### src/rtl/alu_pkg.sv
// Shared types for the ALU and its sequential accumulator front-end.
package alu_pkg;

  localparam int unsigned ACC_DATA_WIDTH = 4;
  localparam int unsigned ALU_OP_W       = 2;
  localparam int unsigned ACC_CMD_W      = 2;
  localparam int unsigned ACC_STATE_W    = 2;

  typedef enum logic [ALU_OP_W-1:0] {
    ALU_ADD = 2'd0,
    ALU_SUB = 2'd1,
    ALU_AND = 2'd2,
    ALU_OR  = 2'd3
  } alu_op_t;

  // Encoding 2'd3 is undefined and behaves as CMD_CLEAR.
  typedef enum logic [ACC_CMD_W-1:0] {
    CMD_LOAD  = 2'd0,
    CMD_EXEC  = 2'd1,
    CMD_CLEAR = 2'd2
  } acc_cmd_t;

  typedef enum logic [ACC_STATE_W-1:0] {
    IDLE = 2'd0,
    EXEC = 2'd1,
    DONE = 2'd2
  } acc_state_t;

  typedef struct packed {
    logic z;
    logic n;
    logic v;
    logic c;
  } acc_flags_t;

endpackage

### src/rtl/alu_acc_seq_if.sv
// Command and result handshakes between the accumulator and its neighbours.
interface alu_acc_seq_if #(
  parameter int unsigned DATA_WIDTH = alu_pkg::ACC_DATA_WIDTH
);
  import alu_pkg::*;

  logic                  in_valid;
  logic                  in_ready;
  acc_cmd_t              in_cmd;
  alu_op_t               in_op;
  logic [DATA_WIDTH-1:0] in_operand;

  logic                  out_valid;
  logic                  out_ready;
  logic [DATA_WIDTH-1:0] out_result;
  logic                  out_z;
  logic                  out_n;
  logic                  out_v;
  logic                  out_c;
  logic                  out_v_sticky;

  modport master (
    output in_valid, in_cmd, in_op, in_operand, out_ready,
    input  in_ready, out_valid, out_result, out_z, out_n, out_v, out_c, out_v_sticky
  );

  modport slave (
    input  in_valid, in_cmd, in_op, in_operand, out_ready,
    output in_ready, out_valid, out_result, out_z, out_n, out_v, out_c, out_v_sticky
  );

endinterface

### src/rtl/alu.sv
// Combinational signed ALU; carry is bit W of the sign-extended (W+1)-bit result.
module alu
  import alu_pkg::*;
#(
  parameter int unsigned DATA_WIDTH = ACC_DATA_WIDTH
) (
  input  logic [DATA_WIDTH-1:0] a_i,
  input  logic [DATA_WIDTH-1:0] b_i,
  input  alu_op_t               op_i,
  output logic [DATA_WIDTH-1:0] res_c_o,
  output acc_flags_t            flags_c_o
);

  localparam int unsigned EW = DATA_WIDTH + 1;

  logic [EW-1:0] a_x;
  logic [EW-1:0] b_x;
  logic [EW-1:0] ext;
  logic          v;
  logic          c;

  assign a_x = {a_i[DATA_WIDTH-1], a_i};
  assign b_x = {b_i[DATA_WIDTH-1], b_i};

  always_comb begin
    ext     = '0;
    res_c_o = '0;
    v       = 1'b0;
    c       = 1'b0;
    case (op_i)
      ALU_ADD: begin
        ext     = a_x + b_x;
        res_c_o = ext[DATA_WIDTH-1:0];
        v       = ext[DATA_WIDTH] ^ ext[DATA_WIDTH-1];
        c       = ext[DATA_WIDTH];
      end
      ALU_SUB: begin
        ext     = a_x - b_x;
        res_c_o = ext[DATA_WIDTH-1:0];
        v       = ext[DATA_WIDTH] ^ ext[DATA_WIDTH-1];
        c       = ext[DATA_WIDTH];
      end
      ALU_AND: res_c_o = a_i & b_i;
      default: res_c_o = a_i | b_i;
    endcase
  end

  assign flags_c_o = '{z: (res_c_o == '0), n: res_c_o[DATA_WIDTH-1], v: v, c: c};

endmodule

### src/rtl/alu_acc_seq.sv
// Accumulator sequencer: accepts LOAD/EXEC/CLEAR commands, writes back through the ALU,
// and holds the registered result until the consumer takes it.
module alu_acc_seq
  import alu_pkg::*;
#(
  parameter int unsigned DATA_WIDTH = ACC_DATA_WIDTH
) (
  input logic          clk,
  input logic          rst,
  alu_acc_seq_if.slave bus
);

  acc_state_t            state_q, state_d;
  acc_cmd_t              cmd_q;
  alu_op_t               op_q;
  logic [DATA_WIDTH-1:0] operand_q;

  logic [DATA_WIDTH-1:0] acc_q, acc_d;
  acc_flags_t            flags_q, flags_d;
  logic                  sticky_q, sticky_d;

  logic                  in_ready_c;
  logic                  latch_c;
  logic                  wb_c;

  logic [DATA_WIDTH-1:0] alu_res;
  acc_flags_t            alu_flags;

  alu #(.DATA_WIDTH(DATA_WIDTH)) u_alu (
    .a_i      (acc_q),
    .b_i      (operand_q),
    .op_i     (op_q),
    .res_c_o  (alu_res),
    .flags_c_o(alu_flags)
  );

  always_ff @(posedge clk or posedge rst) begin
    if (rst) state_q <= IDLE;
    else     state_q <= state_d;
  end

  // Next state and handshake control; DONE may hand straight over to EXEC.
  always_comb begin
    state_d    = state_q;
    in_ready_c = 1'b0;
    latch_c    = 1'b0;
    wb_c       = 1'b0;
    case (state_q)
      IDLE: begin
        in_ready_c = 1'b1;
        if (bus.in_valid) begin
          latch_c = 1'b1;
          state_d = EXEC;
        end
      end
      EXEC: begin
        wb_c    = 1'b1;
        state_d = DONE;
      end
      DONE: begin
        in_ready_c = bus.out_ready;
        if (bus.out_ready) begin
          if (bus.in_valid) begin
            latch_c = 1'b1;
            state_d = EXEC;
          end else begin
            state_d = IDLE;
          end
        end
      end
      default: state_d = IDLE;
    endcase
  end

  // Write-back values per latched command.
  always_comb begin
    acc_d    = acc_q;
    flags_d  = flags_q;
    sticky_d = sticky_q;
    if (wb_c) begin
      case (cmd_q)
        CMD_LOAD: begin
          acc_d    = operand_q;
          flags_d  = '{z: (operand_q == '0), n: operand_q[DATA_WIDTH-1], v: 1'b0, c: 1'b0};
          sticky_d = 1'b0;
        end
        CMD_EXEC: begin
          acc_d    = alu_res;
          flags_d  = alu_flags;
          sticky_d = sticky_q | alu_flags.v;
        end
        default: begin
          acc_d    = '0;
          flags_d  = '{z: 1'b1, n: 1'b0, v: 1'b0, c: 1'b0};
          sticky_d = 1'b0;
        end
      endcase
    end
  end

  always_ff @(posedge clk or posedge rst) begin
    if (rst) begin
      cmd_q     <= CMD_CLEAR;
      op_q      <= ALU_ADD;
      operand_q <= '0;
    end else if (latch_c) begin
      cmd_q     <= bus.in_cmd;
      op_q      <= bus.in_op;
      operand_q <= bus.in_operand;
    end
  end

  always_ff @(posedge clk or posedge rst) begin
    if (rst) begin
      acc_q    <= '0;
      flags_q  <= '0;
      sticky_q <= 1'b0;
    end else begin
      acc_q    <= acc_d;
      flags_q  <= flags_d;
      sticky_q <= sticky_d;
    end
  end

  assign bus.in_ready     = in_ready_c & ~rst;
  assign bus.out_valid    = (state_q == DONE);
  assign bus.out_result   = acc_q;
  assign bus.out_z        = flags_q.z;
  assign bus.out_n        = flags_q.n;
  assign bus.out_v        = flags_q.v;
  assign bus.out_c        = flags_q.c;
  assign bus.out_v_sticky = sticky_q;

endmodule

### src/flat_wrapper.sv
// flat-port wrapper written by rule: the top's interface ports become plain ports
module alu_acc_seq_flat import alu_pkg::*;
#(
  parameter int unsigned DATA_WIDTH = ACC_DATA_WIDTH
)
  (clk, rst, bus_in_valid, bus_in_cmd, bus_in_op, bus_in_operand, bus_out_ready, bus_in_ready, bus_out_valid, bus_out_result, bus_out_z, bus_out_n, bus_out_v, bus_out_c, bus_out_v_sticky);
  alu_acc_seq_if #(.DATA_WIDTH(DATA_WIDTH)) bus_i ();
  input logic clk;
  input logic rst;
  input wire logic [$bits(bus_i.in_valid)-1:0] bus_in_valid;
  input wire logic [$bits(bus_i.in_cmd)-1:0] bus_in_cmd;
  input wire logic [$bits(bus_i.in_op)-1:0] bus_in_op;
  input wire logic [$bits(bus_i.in_operand)-1:0] bus_in_operand;
  input wire logic [$bits(bus_i.out_ready)-1:0] bus_out_ready;
  output wire logic [$bits(bus_i.in_ready)-1:0] bus_in_ready;
  output wire logic [$bits(bus_i.out_valid)-1:0] bus_out_valid;
  output wire logic [$bits(bus_i.out_result)-1:0] bus_out_result;
  output wire logic [$bits(bus_i.out_z)-1:0] bus_out_z;
  output wire logic [$bits(bus_i.out_n)-1:0] bus_out_n;
  output wire logic [$bits(bus_i.out_v)-1:0] bus_out_v;
  output wire logic [$bits(bus_i.out_c)-1:0] bus_out_c;
  output wire logic [$bits(bus_i.out_v_sticky)-1:0] bus_out_v_sticky;
  assign bus_i.in_valid = bus_in_valid;
  assign bus_i.in_cmd = bus_in_cmd;
  assign bus_i.in_op = bus_in_op;
  assign bus_i.in_operand = bus_in_operand;
  assign bus_i.out_ready = bus_out_ready;
  assign bus_in_ready = bus_i.in_ready;
  assign bus_out_valid = bus_i.out_valid;
  assign bus_out_result = bus_i.out_result;
  assign bus_out_z = bus_i.out_z;
  assign bus_out_n = bus_i.out_n;
  assign bus_out_v = bus_i.out_v;
  assign bus_out_c = bus_i.out_c;
  assign bus_out_v_sticky = bus_i.out_v_sticky;
  alu_acc_seq #(.DATA_WIDTH(DATA_WIDTH)) u_core (.clk(clk), .rst(rst), .bus(bus_i));
endmodule
### config.mk
export PLATFORM = sky130hd
export DESIGN_NAME = alu_acc_seq_flat
export DESIGN_NICKNAME = d
export VERILOG_FILES = /design/src/rtl/alu_pkg.sv /design/src/rtl/alu_acc_seq_if.sv /design/src/rtl/alu.sv /design/src/rtl/alu_acc_seq.sv /design/src/flat_wrapper.sv
export SDC_FILE = /design/constraint.sdc
export NUM_CORES = 1
export LEC_CHECK = 0
export BUFFER_PORTS_ARGS = -buffer_cell sky130_fd_sc_hd__clkbuf_2
export CELL_PAD_IN_SITES_DETAIL_PLACEMENT = 1
export CELL_PAD_IN_SITES_GLOBAL_PLACEMENT = 1
export CORE_MARGIN = 2
export CORE_UTILIZATION = 38
export CTS_CLUSTER_DIAMETER = 50
export DETAILED_ROUTE_END_ITERATION = 10
export PLACE_DENSITY_LB_ADDON = 0.1
export SYNTH_ARGS = -nofsm -noshare
export SYNTH_HDL_FRONTEND = slang
export SYNTH_SLANG_ARGS = --single-unit
### constraint.sdc
create_clock -name clk -period 2 [get_ports clk]
set_input_delay 0.2 -clock clk [delete_from_list [all_inputs] [get_ports clk]]
set_output_delay 0.2 -clock clk [all_outputs]
set_load 0.02 [all_outputs]
## Yosys cells after proc, flatten, opt, wreduce, memory -nomap -nowiden

Cells that the tools add are included.

| word-level totals | value |
|---|---|
| input bits | 12 |
| register bits after elaboration | 19 |

| cells by class | value |
|---|---|
| reduce and logical (&&, ||, !) cells | 6 |
| add/subtract/negate cells | 2 |
| equal/unequal tests | 7 |
| bitwise logic cells | 7 |
| muxes and demuxes | 15 |

Operators with widths:

| kind | count |
|---|---|
| 4-bit case mux with 2 select lines | 2 |
| 4-bit case mux with 3 select lines | 1 |
| 4-bit zero test | 2 |
| 1-bit case mux with 2 select lines | 4 |
| 2-bit by 1-bit == test with 1-bit output, second input constant | 3 |
| 2-bit zero test | 3 |
| 2-bit case mux with 3 select lines | 1 |
| 4-bit by 4-bit adder with 5-bit output | 1 |
| 1-bit two-way mux | 5 |
| 4-bit by 4-bit subtractor with 5-bit output | 1 |
| 4-bit AND | 1 |
| 2-bit == test, second input constant | 2 |
| 2-bit two-way mux | 2 |
| 2-bit inequality test, second input constant | 2 |
| 4-bit OR | 1 |
| 2-bit AND reduction | 1 |
| 1-bit bitwise XOR | 2 |
| 1-bit AND | 1 |
| 1-bit inverter | 1 |
| 1-bit OR | 1 |

## Depth between registers and ports, before layout

| depth | value |
|---|---|
| word-level depth | 5 |
| depth in mapped cells | 8 |

## Cells and area by module

Synthesis repeated with hierarchy kept, for this count alone.

| unflattened totals | value |
|---|---|
| cell total of the unflattened synthesis | 144 |
| area, all modules | 1421.4 µm² |

By module, submodules not included:

| module | sequential area each (µm²) | area each (µm²) | instances | cells an instance |
|---|---|---|---|---|
| alu_acc_seq | 476.7 | 845.8 | 1 | 68 |
| alu | 0.0 | 575.6 | 1 | 76 |

## Worst setup path after synthesis

No wires, ideal clock.

| path | value |
|---|---|
| path kind | register to register |
| start | register u_core.acc_q[0], in the netlist u_core.bus.out_result[0] |
| end | register u_core.flags_q, in the netlist u_core.bus.out_z |
| arrival | 2.135 ns |
| data required time | 1.897 ns |
| cell stages (with the launch flop) | 9 |
| setup slack | -0.239 ns |
| period minus slack after synthesis | 2.239 ns |
| cells stage by stage | dfrtp_1 inv_1 ha_1 fa_1 inv_1 mux4_2 a211oi_2 a211oi_1 o41ai_2 |

| between the ends | value |
|---|---|
| longest elaborated chain between the ends | 4 |
| elaborated cells between the ends (all ways) | 7 |
| those cells by class | add/sub (2); mux (2); bitwise (2); reduce/logical (1) |

Ends and longest elaborated chain:

| item | line | RTL |
|---|---|---|
| start: declaration | alu_acc_seq.sv:18 | `logic [DATA_WIDTH-1:0] acc_q, acc_d;` |
| start signal: assignment | alu_acc_seq.sv:115 | `acc_q <= '0;` |
| start signal: assignment | alu_acc_seq.sv:119 | `acc_q <= acc_d;` |
| 4-bit by 4-bit subtractor with 5-bit output (tied with other cells) | alu.sv:38 | `ext = a_x - b_x;` |
| 4-bit case mux with 3 select lines * | alu.sv:30 | `case (op_i)` |
| 4-bit zero test * | alu.sv:48 | `assign flags_c_o = '{z: (res_c_o == '0), n: res_c_o[DATA_WIDTH-1], v: v, c: c};` |
| 4-bit case mux with 2 select lines * | alu_acc_seq.sv:81 | `case (cmd_q)` |
| end signal: assignment | alu_acc_seq.sv:120 | `flags_q <= flags_d;` |
| end: declaration | alu_acc_seq.sv:19 | `acc_flags_t flags_q, flags_d;` |

Mark *: on every way between the ends. The rest lies on a longest branch, timed or not.
A chain may end at the register's enable or synchronous reset.

## Worst setup path in the final report

| path | value |
|---|---|
| start | register u_core.operand_q[0] |
| end | register u_core.flags_q, in the netlist u_core.bus.out_z |

| between the ends | value |
|---|---|
| longest elaborated chain between the ends | 4 |
| elaborated cells between the ends (all ways) | 8 |
| those cells by class | add/sub (2); mux (2); bitwise (2); reduce/logical (2) |

Ends and longest elaborated chain:

| item | line | RTL |
|---|---|---|
| start: declaration | alu_acc_seq.sv:16 | `logic [DATA_WIDTH-1:0] operand_q;` |
| start signal: assignment | alu_acc_seq.sv:109 | `operand_q <= bus.in_operand;` |
| 4-bit by 4-bit subtractor with 5-bit output (tied with other cells) | alu.sv:38 |  |
| 4-bit case mux with 3 select lines | alu.sv:30 |  |
| 4-bit zero test | alu.sv:48 |  |
| 4-bit case mux with 2 select lines * | alu_acc_seq.sv:81 |  |

Marks and branches as above.

==> out/qor.txt <==
Core area: 3360 µm²
Sink Count: 18
Synth Register Bits: 18
Ranking of synthesized cells by area: dfrtp_1, ha_1, inv_1
Post-synth top area cell: dfrtp_1
WS Path Type: flop to flop
Die Height: 63.2 µm
H-tree Lvls: 1
Share of post-route cells with drive strength above 1: 0.376
Distinct cells, synth: 44
Nets@finish: 208
Largest net degree at the start of global routing: 19
Most frequent cell after synthesis: dfrtp_1
PnR worst setup slack: -190 ps
Die width: 63.2 µm
Later-pin clock latency in the skew report: 290 ps
Pins Over Slew Limit: 0
Worst Path Required: 2200 ps
Hold WS: -11.5 ps
Initial antenna violation count: 0
Synth top area share: 0.319
Drt initial violations: 49
Post-Route WL: 3780 µm
Post-DP HPWL: 3000 µm
Cell area after placement: 1590 µm²
Crit. End Element: flop
Fillers: 446
CP max stage cell: fa_1
Routed vias: 1171
Grt total ovfl: 0
R2R depth: 7
Post-route DRC: 0
Total CTS buffers: 3
Final Skew: 8.89 ps
Overall Global Routing Usage: 0.207
Async SR Flop Fraction: 1.00
Vias/cell: 5.16
Area grow syn2layout: 26.8%
Routed Antenna Nets: 0
Endpoints failing setup: 1
Diode count: 0
CP arrival: 2390 ps
Post-synth EDFFs: 0
Die ar.: 4000 µm²
Period Utilization, post-route: 1.10
TritonRoute pass-1 iters: 4
Seq/Total Area, Yosys: 0.339
RD Place Congestion: 0.821
Clock Tree Buf Depth: 2
Worst hold path type: input port to async pin
Status: finished, violations left
Slew @ Worst Pin: 694 ps
Worst-path clk slew: 110 ps
Post-synth top cells: dfrtp_1, inv_1, ha_1, nand2_1
Post-layout instance area: 1690 µm²
Mapped Cells: 143
Max FO, Critical Path: 3
CTS tree: done
Critical R2R Launch: u_core.operand_q[0]$_DFFE_PP0P_
Vias in the first global route: 1304
FF-to-FF End: u_core.bus.out_z$_DFFE_PP0N_
Crit start category: flop
First-pass GRT wire length: 6420 µm
Final core utilization: 0.502
Most used DFF post-synth: dfrtp_1
Mapped cell area: 1330 µm²
Max IR drop VDD: 0.677 mV
Crit path time final: 2190 ps
Worst slack, placed: -198 ps
Site row count: 21
Slew HR: 0.537
Wire per inst: 16.6 µm
Crit path cell chain: ha_4 > fa_1 > inv_1 > mux4_2 > a211oi_2 > a211oi_1 > o41ai_2
I/O pin cnt: 23
Leak: 0.806 nW
RSZ-0062 raised after global routing: true
Clk root buf: clkbuf_4
Yosys warnings: 0
Post-Route Setup TNS: -190 ps
Syn Nets: 169
CP peak stage delay: 490 ps
IO Port Bufs: 22
Post-CTS Hold Fix Bufs: 0
Syn Area/Cell: 9.32 µm²
Initial Util: 0.396
Worst R2R Setup Slack: -190 ps
Fmax: 0.457 GHz
Failing checks: negative hold slack, negative setup slack
Hold Violations, Final: 11
MaxCap Viol Count: 0
PwrDens: 1480 nW/µm²
==> cell families (layout without fill, tap and decap cells) <==
kind of cell | count (synthesis) | in the layout | share of synthesized area
compound gates | 40 | 40 | 0.220
simple gates | 40 | 40 | 0.147
buf+inv | 22 | 60 | 0.0723
flops | 18 | 18 | 0.339
fa+ha+maj | 14 | 14 | 0.143
mux | 8 | 8 | 0.0723
xor+xnor | 1 | 1 | 0.00657
==> state kept, by name, summed over array words and instances (netlist names) <==
| register | cells |
|---|---|
| u_core.bus.out_v | 1 |
| u_core.bus.out_v_sticky | 1 |
| u_core.state_q | 2 |
| u_core.bus.out_z | 1 |
| u_core.bus.out_c | 1 |
| u_core.operand_q | 4 |
| u_core.cmd_q | 2 |
| u_core.op_q | 2 |
| u_core.bus.out_n | 1 |
| u_core.bus.out_result | 3 |
==> cell type report <==
| type | instances | area [µm²] | share of cell area |
|---|---|---|---|
| repair buffers | 41 | 253 | 0.150 |
| multi-input cells | 103 | 830 | 0.491 |
| inverters | 15 | 56.3 | 0.0333 |
| clock buffers | 4 | 36.3 | 0.0215 |
| flip-flops and latches | 18 | 457 | 0.270 |
| well taps | 46 | 57.6 | 0.0341 |
==> critical path: cells and delay by family (launching register included) <==
family,cells,cell delay (ps)
AO/OA/AOI/OAI,3,450
adder cells (fa/ha/maj),2,670
buffers and inverters,1,50
multiplexers,1,470
flip-flops,1,460
==> cell usage in the layout (no fill, tap or decap), drive strengths merged, types with 4 or more instances in the layout <==
cell    instances
clkbuf         26
buf            19
dfrtp          17
inv            15
nand2          12
ha             12
o21ai          11
nor2           10
a21oi           7
nor2b           5
mux2i           4
nand2b          4
a211oi          4
==> stage by stage <==
stage | total power [mW] | instances
floorplan | 1.61 | 143
CTS | 2.43 | 226
finish | 2.50 | 227
global route | 2.72 | 227
detailed placement | 2.14 | 221
global placement | 2.08 | 221
==> what timing repair did <==
item / in CTS / in global routing
buffers inserted: 1 / 1
endpoints found under the setup margin: 7 / 7
cloned: 0 / 0
pin swaps: 1 / 2
gates resized for setup: 5 / 7
==> metal layers <==
| layer | wire (µm) | up-vias | global-route usage |
|---|---|---|---|
| met1 | 1780 | 576 | 0.269 |
| met4 | 13 | 0 | 0.0380 |
| met5 | 0 | - | 0 |
| met3 | 79 | 2 | 0.0214 |
| met2 | 1900 | 16 | 0.374 |
| li1 | - | 577 | - |
==> where the power goes <==
part | switching (mW) | leakage, nW | internal, mW | total [mW]
Sequential | 0.138 | 0.219 | 0.490 | 0.628
Combinational | 0.911 | 0.566 | 0.736 | 1.65
Clock | 0.116 | 0.0210 | 0.111 | 0.227
==> worst max path at each step <==
stage / to / startpoint / slack, ps / depth (start not counted)
detailed placement: u_core.bus.out_z$_DFFE_PP0N_ / u_core.bus.out_result[0]$_DFFE_PP0N_ / -200 / 8
floorplan: u_core.bus.out_z$_DFFE_PP0N_ / u_core.bus.out_result[0]$_DFFE_PP0N_ / -120 / 8
global route: u_core.bus.out_z$_DFFE_PP0N_ / u_core.operand_q[0]$_DFFE_PP0P_ / -280 / 7
CTS: u_core.bus.out_z$_DFFE_PP0N_ / u_core.operand_q[0]$_DFFE_PP0P_ / -200 / 7
global placement: u_core.bus.out_z$_DFFE_PP0N_ / u_core.bus.out_result[0]$_DFFE_PP0N_ / -80 / 8
finish: u_core.bus.out_z$_DFFE_PP0N_ / u_core.operand_q[0]$_DFFE_PP0P_ / -190 / 7
Note: power is estimated with default switching activity, not from simulation.
